===== src/rtl/sift_pkg.sv =====
// Shared types and keypoint word layout for the keypoint writer.
// Optional build macro: KEYPOINT_POLARITY_EN adds a polarity bit to each keypoint word.
package sift_pkg;

  typedef enum logic [1:0] {
    KP_IDLE    = 2'd0,
    KP_COLLECT = 2'd1,
    KP_DRAIN   = 2'd2,
    KP_DONE    = 2'd3
  } kp_state_t;

  // Reference image geometry (64x64)
  localparam int unsigned KP_DIMENSION = 64;
  localparam int unsigned KP_COORD_W   = $clog2(KP_DIMENSION);

`ifdef KEYPOINT_POLARITY_EN
  localparam int unsigned KP_POL_W   = 1;
  localparam int unsigned KP_WIDTH   = 2 + 2 * KP_COORD_W;
  localparam int unsigned KP_POL_BIT = 2 * KP_COORD_W;
`else
  localparam int unsigned KP_POL_W   = 0;
  localparam int unsigned KP_WIDTH   = 1 + 2 * KP_COORD_W;
`endif

  // Field offsets inside the keypoint word: {layer, [polarity], x, y}
  localparam int unsigned KP_Y_LSB     = 0;
  localparam int unsigned KP_X_LSB     = KP_COORD_W;
  localparam int unsigned KP_LAYER_BIT = KP_WIDTH - 1;

  // Same layout, for an arbitrary coordinate width
  function automatic int unsigned kp_width(input int unsigned coord_w);
    return 1 + KP_POL_W + 2 * coord_w;
  endfunction

  function automatic int unsigned kp_x_lsb(input int unsigned coord_w);
    return coord_w;
  endfunction

  function automatic int unsigned kp_pol_bit(input int unsigned coord_w);
    return 2 * coord_w;
  endfunction

  function automatic int unsigned kp_layer_bit(input int unsigned coord_w);
    return 2 * coord_w + KP_POL_W;
  endfunction

endpackage


===== src/rtl/kp_queue.sv =====
// Pending-keypoint FIFO: two writes and one read per cycle, DEPTH a power of two.
// Free count reflects start-of-cycle occupancy; a same-cycle read does not make room.
module kp_queue #(
  parameter int unsigned DEPTH = 4,
  parameter int unsigned W     = 13,
  localparam int unsigned PW   = $clog2(DEPTH),
  localparam int unsigned CW   = PW + 1
) (
  input  logic          clk,
  input  logic          rst_n,
  input  logic          clear_i,
  input  logic          wr0_en_i,
  input  logic [W-1:0]  wr0_data_i,
  input  logic          wr1_en_i,
  input  logic [W-1:0]  wr1_data_i,
  input  logic          rd_en_i,
  output logic [W-1:0]  rd_data_o,
  output logic          full_o,
  output logic          empty_o,
  output logic [CW-1:0] free_o
);

  logic [W-1:0]  mem_q [DEPTH];
  logic [PW-1:0] wr_ptr_q;
  logic [PW-1:0] rd_ptr_q;
  logic [CW-1:0] cnt_q;
  logic [PW-1:0] wr1_ptr_c;

  assign wr1_ptr_c = wr_ptr_q + PW'(wr0_en_i);
  assign rd_data_o = mem_q[rd_ptr_q];
  assign full_o    = (cnt_q == CW'(DEPTH));
  assign empty_o   = (cnt_q == '0);
  assign free_o    = CW'(DEPTH) - cnt_q;

  // Storage; layer-1 entry lands ahead of the layer-2 entry
  always_ff @(posedge clk) begin
    if (wr0_en_i) mem_q[wr_ptr_q]  <= wr0_data_i;
    if (wr1_en_i) mem_q[wr1_ptr_c] <= wr1_data_i;
  end

  // Pointer and occupancy bookkeeping
  always_ff @(posedge clk or negedge rst_n) begin
    if (!rst_n) begin
      wr_ptr_q <= '0;
      rd_ptr_q <= '0;
      cnt_q    <= '0;
    end else if (clear_i) begin
      wr_ptr_q <= '0;
      rd_ptr_q <= '0;
      cnt_q    <= '0;
    end else begin
      wr_ptr_q <= wr_ptr_q + PW'(wr0_en_i) + PW'(wr1_en_i);
      rd_ptr_q <= rd_ptr_q + PW'(rd_en_i);
      cnt_q    <= cnt_q + CW'(wr0_en_i) + CW'(wr1_en_i) - CW'(rd_en_i);
    end
  end

endmodule


===== src/rtl/keypoint_writer.sv =====
// Collects extrema from the two-layer extrema checker, queues them and writes
// them to the keypoint BRAM, one word per cycle, tracking count and overflow.
// Optional build macro: KEYPOINT_POLARITY_EN (adds the polarity bit to kp_data).
module keypoint_writer
  import sift_pkg::*;
#(
  parameter int unsigned DIMENSION     = 64,
  parameter int unsigned MAX_KEYPOINTS = 1024,
  parameter int unsigned QUEUE_DEPTH   = 4,
  localparam int unsigned COORD_W      = $clog2(DIMENSION),
  localparam int unsigned AW           = $clog2(MAX_KEYPOINTS),
  localparam int unsigned CNT_W        = AW + 1,
  localparam int unsigned KP_W         = kp_width(COORD_W),
  localparam int unsigned FREE_W       = $clog2(QUEUE_DEPTH) + 1
) (
  input  logic               clk,
  input  logic               rst_in,
  input  logic               enable,
  input  logic [COORD_W-1:0] x,
  input  logic [COORD_W-1:0] y,
  input  logic               first_is_extremum,
  input  logic               second_is_extremum,
  input  logic               first_is_max,
  input  logic               second_is_max,
  input  logic               done_checking,
  output logic [AW-1:0]      kp_addr,
  output logic [KP_W-1:0]    kp_data,
  output logic               kp_we,
  output logic [CNT_W-1:0]   kp_count,
  output logic               overflow,
  output logic               done
);

  localparam int unsigned X_LSB     = kp_x_lsb(COORD_W);
  localparam int unsigned LAYER_BIT = kp_layer_bit(COORD_W);

  kp_state_t          state_q, state_d;
  logic [AW-1:0]      kp_addr_q, kp_addr_d;
  logic [KP_W-1:0]    kp_data_q, kp_data_d;
  logic               kp_we_q, kp_we_d;
  logic [CNT_W-1:0]   kp_count_q, kp_count_d;
  logic               overflow_q, overflow_d;
  logic               done_q, done_d;

  logic               q_clear_c;
  logic               q_wr0_c;
  logic               q_wr1_c;
  logic               q_rd_c;
  logic [KP_W-1:0]    q_head;
  logic               q_full;
  logic               q_empty;
  logic [FREE_W-1:0]  q_free;
  logic [KP_W-1:0]    l1_word_c;
  logic [KP_W-1:0]    l2_word_c;

  // Pack the current coordinate into a keypoint word for each layer
  always_comb begin
    l1_word_c = '0;
    l1_word_c[0 +: COORD_W]     = y;
    l1_word_c[X_LSB +: COORD_W] = x;
    l1_word_c[LAYER_BIT]        = 1'b0;
    l2_word_c = l1_word_c;
    l2_word_c[LAYER_BIT]        = 1'b1;
`ifdef KEYPOINT_POLARITY_EN
    l1_word_c[kp_pol_bit(COORD_W)] = first_is_max;
    l2_word_c[kp_pol_bit(COORD_W)] = second_is_max;
`endif
  end

`ifndef KEYPOINT_POLARITY_EN
  // Polarity inputs have no destination in this build
  logic unused_pol_c;
  assign unused_pol_c = first_is_max ^ second_is_max;
`endif

  kp_queue #(
    .DEPTH (QUEUE_DEPTH),
    .W     (KP_W)
  ) u_queue (
    .clk        (clk),
    .rst_n      (rst_in),
    .clear_i    (q_clear_c),
    .wr0_en_i   (q_wr0_c),
    .wr0_data_i (l1_word_c),
    .wr1_en_i   (q_wr1_c),
    .wr1_data_i (l2_word_c),
    .rd_en_i    (q_rd_c),
    .rd_data_o  (q_head),
    .full_o     (q_full),
    .empty_o    (q_empty),
    .free_o     (q_free)
  );

  // Next state: enqueue/drop decisions, one dequeue per cycle, pass sequencing
  always_comb begin
    state_d    = state_q;
    kp_addr_d  = kp_addr_q;
    kp_data_d  = kp_data_q;
    kp_we_d    = 1'b0;
    kp_count_d = kp_count_q;
    overflow_d = overflow_q;
    done_d     = 1'b0;
    q_clear_c  = 1'b0;
    q_wr0_c    = 1'b0;
    q_wr1_c    = 1'b0;
    q_rd_c     = 1'b0;

    if (enable) begin
      // A new pass wipes everything pending, whatever state we were in
      state_d    = KP_COLLECT;
      kp_count_d = '0;
      overflow_d = 1'b0;
      q_clear_c  = 1'b1;
    end else begin
      if (state_q == KP_COLLECT) begin
        if (first_is_extremum) begin
          if (!q_full) q_wr0_c    = 1'b1;
          else         overflow_d = 1'b1;
        end
        if (second_is_extremum) begin
          if (q_free > FREE_W'(q_wr0_c)) q_wr1_c    = 1'b1;
          else                           overflow_d = 1'b1;
        end
      end

      if (!q_empty) begin
        q_rd_c = 1'b1;
        if (kp_count_q < CNT_W'(MAX_KEYPOINTS)) begin
          kp_we_d    = 1'b1;
          kp_addr_d  = kp_count_q[AW-1:0];
          kp_data_d  = q_head;
          kp_count_d = kp_count_q + CNT_W'(1);
        end else begin
          overflow_d = 1'b1;
        end
      end

      case (state_q)
        KP_IDLE:    state_d = KP_IDLE;
        KP_COLLECT: if (done_checking) state_d = KP_DRAIN;
        KP_DRAIN: begin
          if (q_empty) begin
            state_d = KP_DONE;
            done_d  = 1'b1;
          end
        end
        KP_DONE:    state_d = KP_IDLE;
        default:    state_d = KP_IDLE;
      endcase
    end
  end

  // State and registered outputs
  always_ff @(posedge clk or negedge rst_in) begin
    if (!rst_in) begin
      state_q    <= KP_IDLE;
      kp_addr_q  <= '0;
      kp_data_q  <= '0;
      kp_we_q    <= 1'b0;
      kp_count_q <= '0;
      overflow_q <= 1'b0;
      done_q     <= 1'b0;
    end else begin
      state_q    <= state_d;
      kp_addr_q  <= kp_addr_d;
      kp_data_q  <= kp_data_d;
      kp_we_q    <= kp_we_d;
      kp_count_q <= kp_count_d;
      overflow_q <= overflow_d;
      done_q     <= done_d;
    end
  end

  assign kp_addr  = kp_addr_q;
  assign kp_data  = kp_data_q;
  assign kp_we    = kp_we_q;
  assign kp_count = kp_count_q;
  assign overflow = overflow_q;
  assign done     = done_q;

endmodule


===== config.mk =====
export PLATFORM = sky130hd
export DESIGN_NAME = keypoint_writer
export DESIGN_NICKNAME = d
export VERILOG_FILES = /design/src/rtl/sift_pkg.sv /design/src/rtl/kp_queue.sv /design/src/rtl/keypoint_writer.sv
export SDC_FILE = /design/constraint.sdc
export NUM_CORES = 1
export LEC_CHECK = 0
export ABC_CLOCK_PERIOD_IN_PS = 10370
export CAP_MARGIN = 20
export CORE_MARGIN = 4
export CORE_UTILIZATION = 35
export DETAILED_ROUTE_END_ITERATION = 8
export PLACE_DENSITY_LB_ADDON = 0.08
export SYNTH_ARGS = -nofsm -noshare
export SYNTH_HDL_FRONTEND = slang
export SYNTH_HIERARCHICAL = 1
export SYNTH_SLANG_ARGS = --single-unit

===== constraint.sdc =====
create_clock -name clk -period 10.37 [get_ports clk]
set_input_delay 1.037 -clock clk [delete_from_list [all_inputs] [get_ports clk]]
set_output_delay 1.037 -clock clk [all_outputs]
set_load 0.05 [all_outputs]

==> flow_metrics.tcl <==
set metrics [dict create \
    crit_path_max_fanout 14 \
    grt.met1_usage_pct 17.0 \
    synth_warnings 6 \
    yosysMostFrequentCell "mux2_2" \
    use_met3_pct 3.22 \
    combinationalPowerShare_pct 35.6 \
    critPathSlowestCell "nor2_2" \
    cp.arrival_ps 4320 \
    power_frac_clock_pct 25.0 \
    antenna_found_initial 0 \
    cts_root_buffer "clkbuf_16" \
    clock_path_buffers 2 \
    hold_end "kp_addr[8]" \
    initialDrtViolationCount 137 \
    grt_pass1_vias 2672 \
    dp_hpwl_um 5910 \
    slew_headroom_pct 34.4 \
    fin_crit_sh_pct 41.7 \
    critPathKind "in -> reg" \
    initial_core_util_pct 35.7 \
    rsz0062_at_grt "false" \
    setup_violations 0 \
    rr_endpoint "u_queue/mem_q[1][10]" \
    die_w_um 124 \
    ys_top_cells_by_area "edfxtp_1, dfrtp_1, mux2_2" \
    status "finished, final reports clean" \
    grt_max_degree 47 \
    cp.required_ps 10370 \
    htreeDepth 3 \
    grt-ovfl-total 0 \
    swShare_pct 34.4 \
    dr_total_vias 2658 \
    crit_path_max_incr_delay_ps 760 \
    holdCritPathClass "reg -> reg" \
    setup_tns_ps 0 \
    path_clk_slew_ps 60 \
    grt_pass1_wl_um 15300 \
    hold_start "kp_addr[8]" \
    cts_setup_buffers 0 \
    via_per_inst 4.82 \
    numCtsBuffers 9 \
    routabilityCongestion 0.696 \
    ctsResizeCount 0 \
    finalCriticalPeriod_ps 4320 \
    clock-sinks 98 \
    gr-max-usage-layer "met2" \
    syn_area_um2 4730 \
    die_area_um2 15400 \
    die_h_um 124 \
    power.total_mw 1.35 \
    r2r_slack_ps 6400 \
    critPathTopFamily "simple AND/OR/NAND/NOR gates" \
    fp-row-count 42 \
    cts.hold.buffers_added 0 \
    synthTopCellsByCount "mux2_2, edfxtp_1, dfrtp_1" \
    intPower_uw 886 \
    fin_nets 405 \
    finalHoldViolCount 0 \
    path_buf_inv 1 \
    pin_count 57 \
    firstDrtPassIters 4 \
    grt_use_met2_pct 20.3 \
    seqPwrFrac_pct 39.5 \
    hold_path_depth 1 \
    synth.largest_area_cell "edfxtp_1" \
    peakVddDrop_mv 0.0696 \
    tritoncts "done" \
    power-per-cell-area_nw_per_um2 234 \
    final-max-slew-violation-count 0 \
    antenna_cells 0 \
    syn-mean-instance-area_um2 15.1 \
    syn2layout_area_growth_pct 22.1 \
    post_drt_wl_per_cell_um 16.8 \
    drive_above_1_share_pct 30.9 \
    maxCapViolCount 0 \
    endpoint_kind "flip-flop" \
    drc 0 \
    ys_seq_elements 98 \
    ys_types 41 \
    core_area_um2 13200 \
    start_kind "input pin" \
    ys_seq_area_share_pct 57.3 \
    fillers 1233 \
    clk_latency_ps 350 \
    io_buffers 54 \
    max_freq_mhz 231 \
    path_cells "clkdlybuf4s50_1, nor2b_1, ha_1, or2_2, a211oi_1, nand2_1, nor2_2, a31o_2" \
    max_slew.worst_pin.slew_ps 984 \
    drtAntennaViolNets 0 \
    netlist_instances 313 \
    ff2ff_path_depth 10 \
    synth_top_area_share_pct 33.0 \
    final.setup_skew_ps 5.82 \
    track_usage_pct 12.9 \
    yosys_most_used_dff "edfxtp_1" \
    synthArstFlopShare_pct 46.9 \
    r2r_start "u_queue/cnt_q[1]" \
    finalWirelength_um 9290 \
    p_leak_nw 2.15 \
    synth_edf_count 52 \
    switching_power_uw 464 \
]
## routing by layer
layer  share of wire (%)  vias to the layer above
li1                    -                     1284
met1                  46                     1315
met2                  49                       44
met3                 3.4                       15
met4                 1.8                        0
met5                   0                        -
## power groups by stage
stage                     Combinational [mW]  Sequential (mW)  Clock (mW)
after floorplan                        0.241            0.646           0
after global placement                 0.483            0.543           0
after detailed placement               0.488            0.545           0
after CTS                              0.489            0.537       0.349
after global routing                   0.518            0.545       0.364
final                                  0.480            0.533       0.337
## metrics by stage
step	std cells	setup WS, ps	area (um^2)	hold WS [ps]	util (%)
after global placement	536	5670	5480	490	41.4
after CTS	552	5960	5780	510	43.6
after global routing	552	5850	5780	515	43.6
after floorplan	319	6750	4750	543	-
final	552	6050	5780	504	43.6
after detailed placement	536	5580	5480	495	41.4
## worst register-to-register path: stages, from the launching register on
cell and delay, ps:
dfrtp_1 400, inv_1 60, ha_1 200, ha_1 220, nor2b_1 140, ha_1 230
or2_2 280, a211oi_1 600, nand2_1 200, nor2_2 760, a31o_2 520
## layout make-up
class	instances	area (um^2)	share of cell area (%)
Sequential cell	98	2710	47.0
Clock inverter	5	53.8	0.932
Clock buffer	11	243	4.20
Inverter	15	56.3	0.975
Tap cell	176	220	3.81
Timing Repair Buffer	57	558	9.66
Multi-Input combinational cell	190	1930	33.4
## how the worst max path moves through the flow
stage / endpoint / cells after the start / startpoint / slack, ps
after global placement: u_queue/mem_q[1][11] / 8 / first_is_extremum / 5670
after detailed placement: u_queue/mem_q[1][11] / 8 / first_is_extremum / 5580
after global routing: u_queue/mem_q[1][10] / 8 / first_is_extremum / 5850
after CTS: u_queue/mem_q[1][12] / 8 / first_is_extremum / 5960
after floorplan: u_queue/mem_q[0][0] / 9 / first_is_extremum / 6750
final: u_queue/mem_q[1][10] / 8 / first_is_extremum / 6050
## kinds of logic after synthesis
kind of cell    Yosys count  share of synthesized area, %
other cells               2                         0.159
compound gates           28                          3.68
simple gates             44                          5.26
fa+ha+maj                14                          4.02
xor+xnor                  7                          1.45
flops                    98                          57.3
buf+inv                  31                          3.15
mux                      89                          25.0
## sequential cells by signal, summed over array words and instances, names as in the netlist, 2 cells and up
register / count
u_queue/mem_q: 52
kp_data: 13
kp_count: 11
kp_addr: 10
u_queue/cnt_q: 3
state_q: 2
u_queue/rd_ptr_q: 2
u_queue/wr_ptr_q: 2
## cell usage in the layout, fill, tap and decap left out, drive strengths merged, types with 3 or more instances in the layout
cell type       n
o31ai           6
o21ai           4
inv            15
xnor2           5
or3             4
edfxtp         52
dfrtp          46
or4             5
ha             12
a21oi          11
buf             4
nor2b           4
clkbuf         11
clkdlybuf4s50  53
conb            8
mux2           75
nand2           6
mux4           13
nand2b          3
nor2           13
Note: power is estimated with default switching activity, not from simulation.
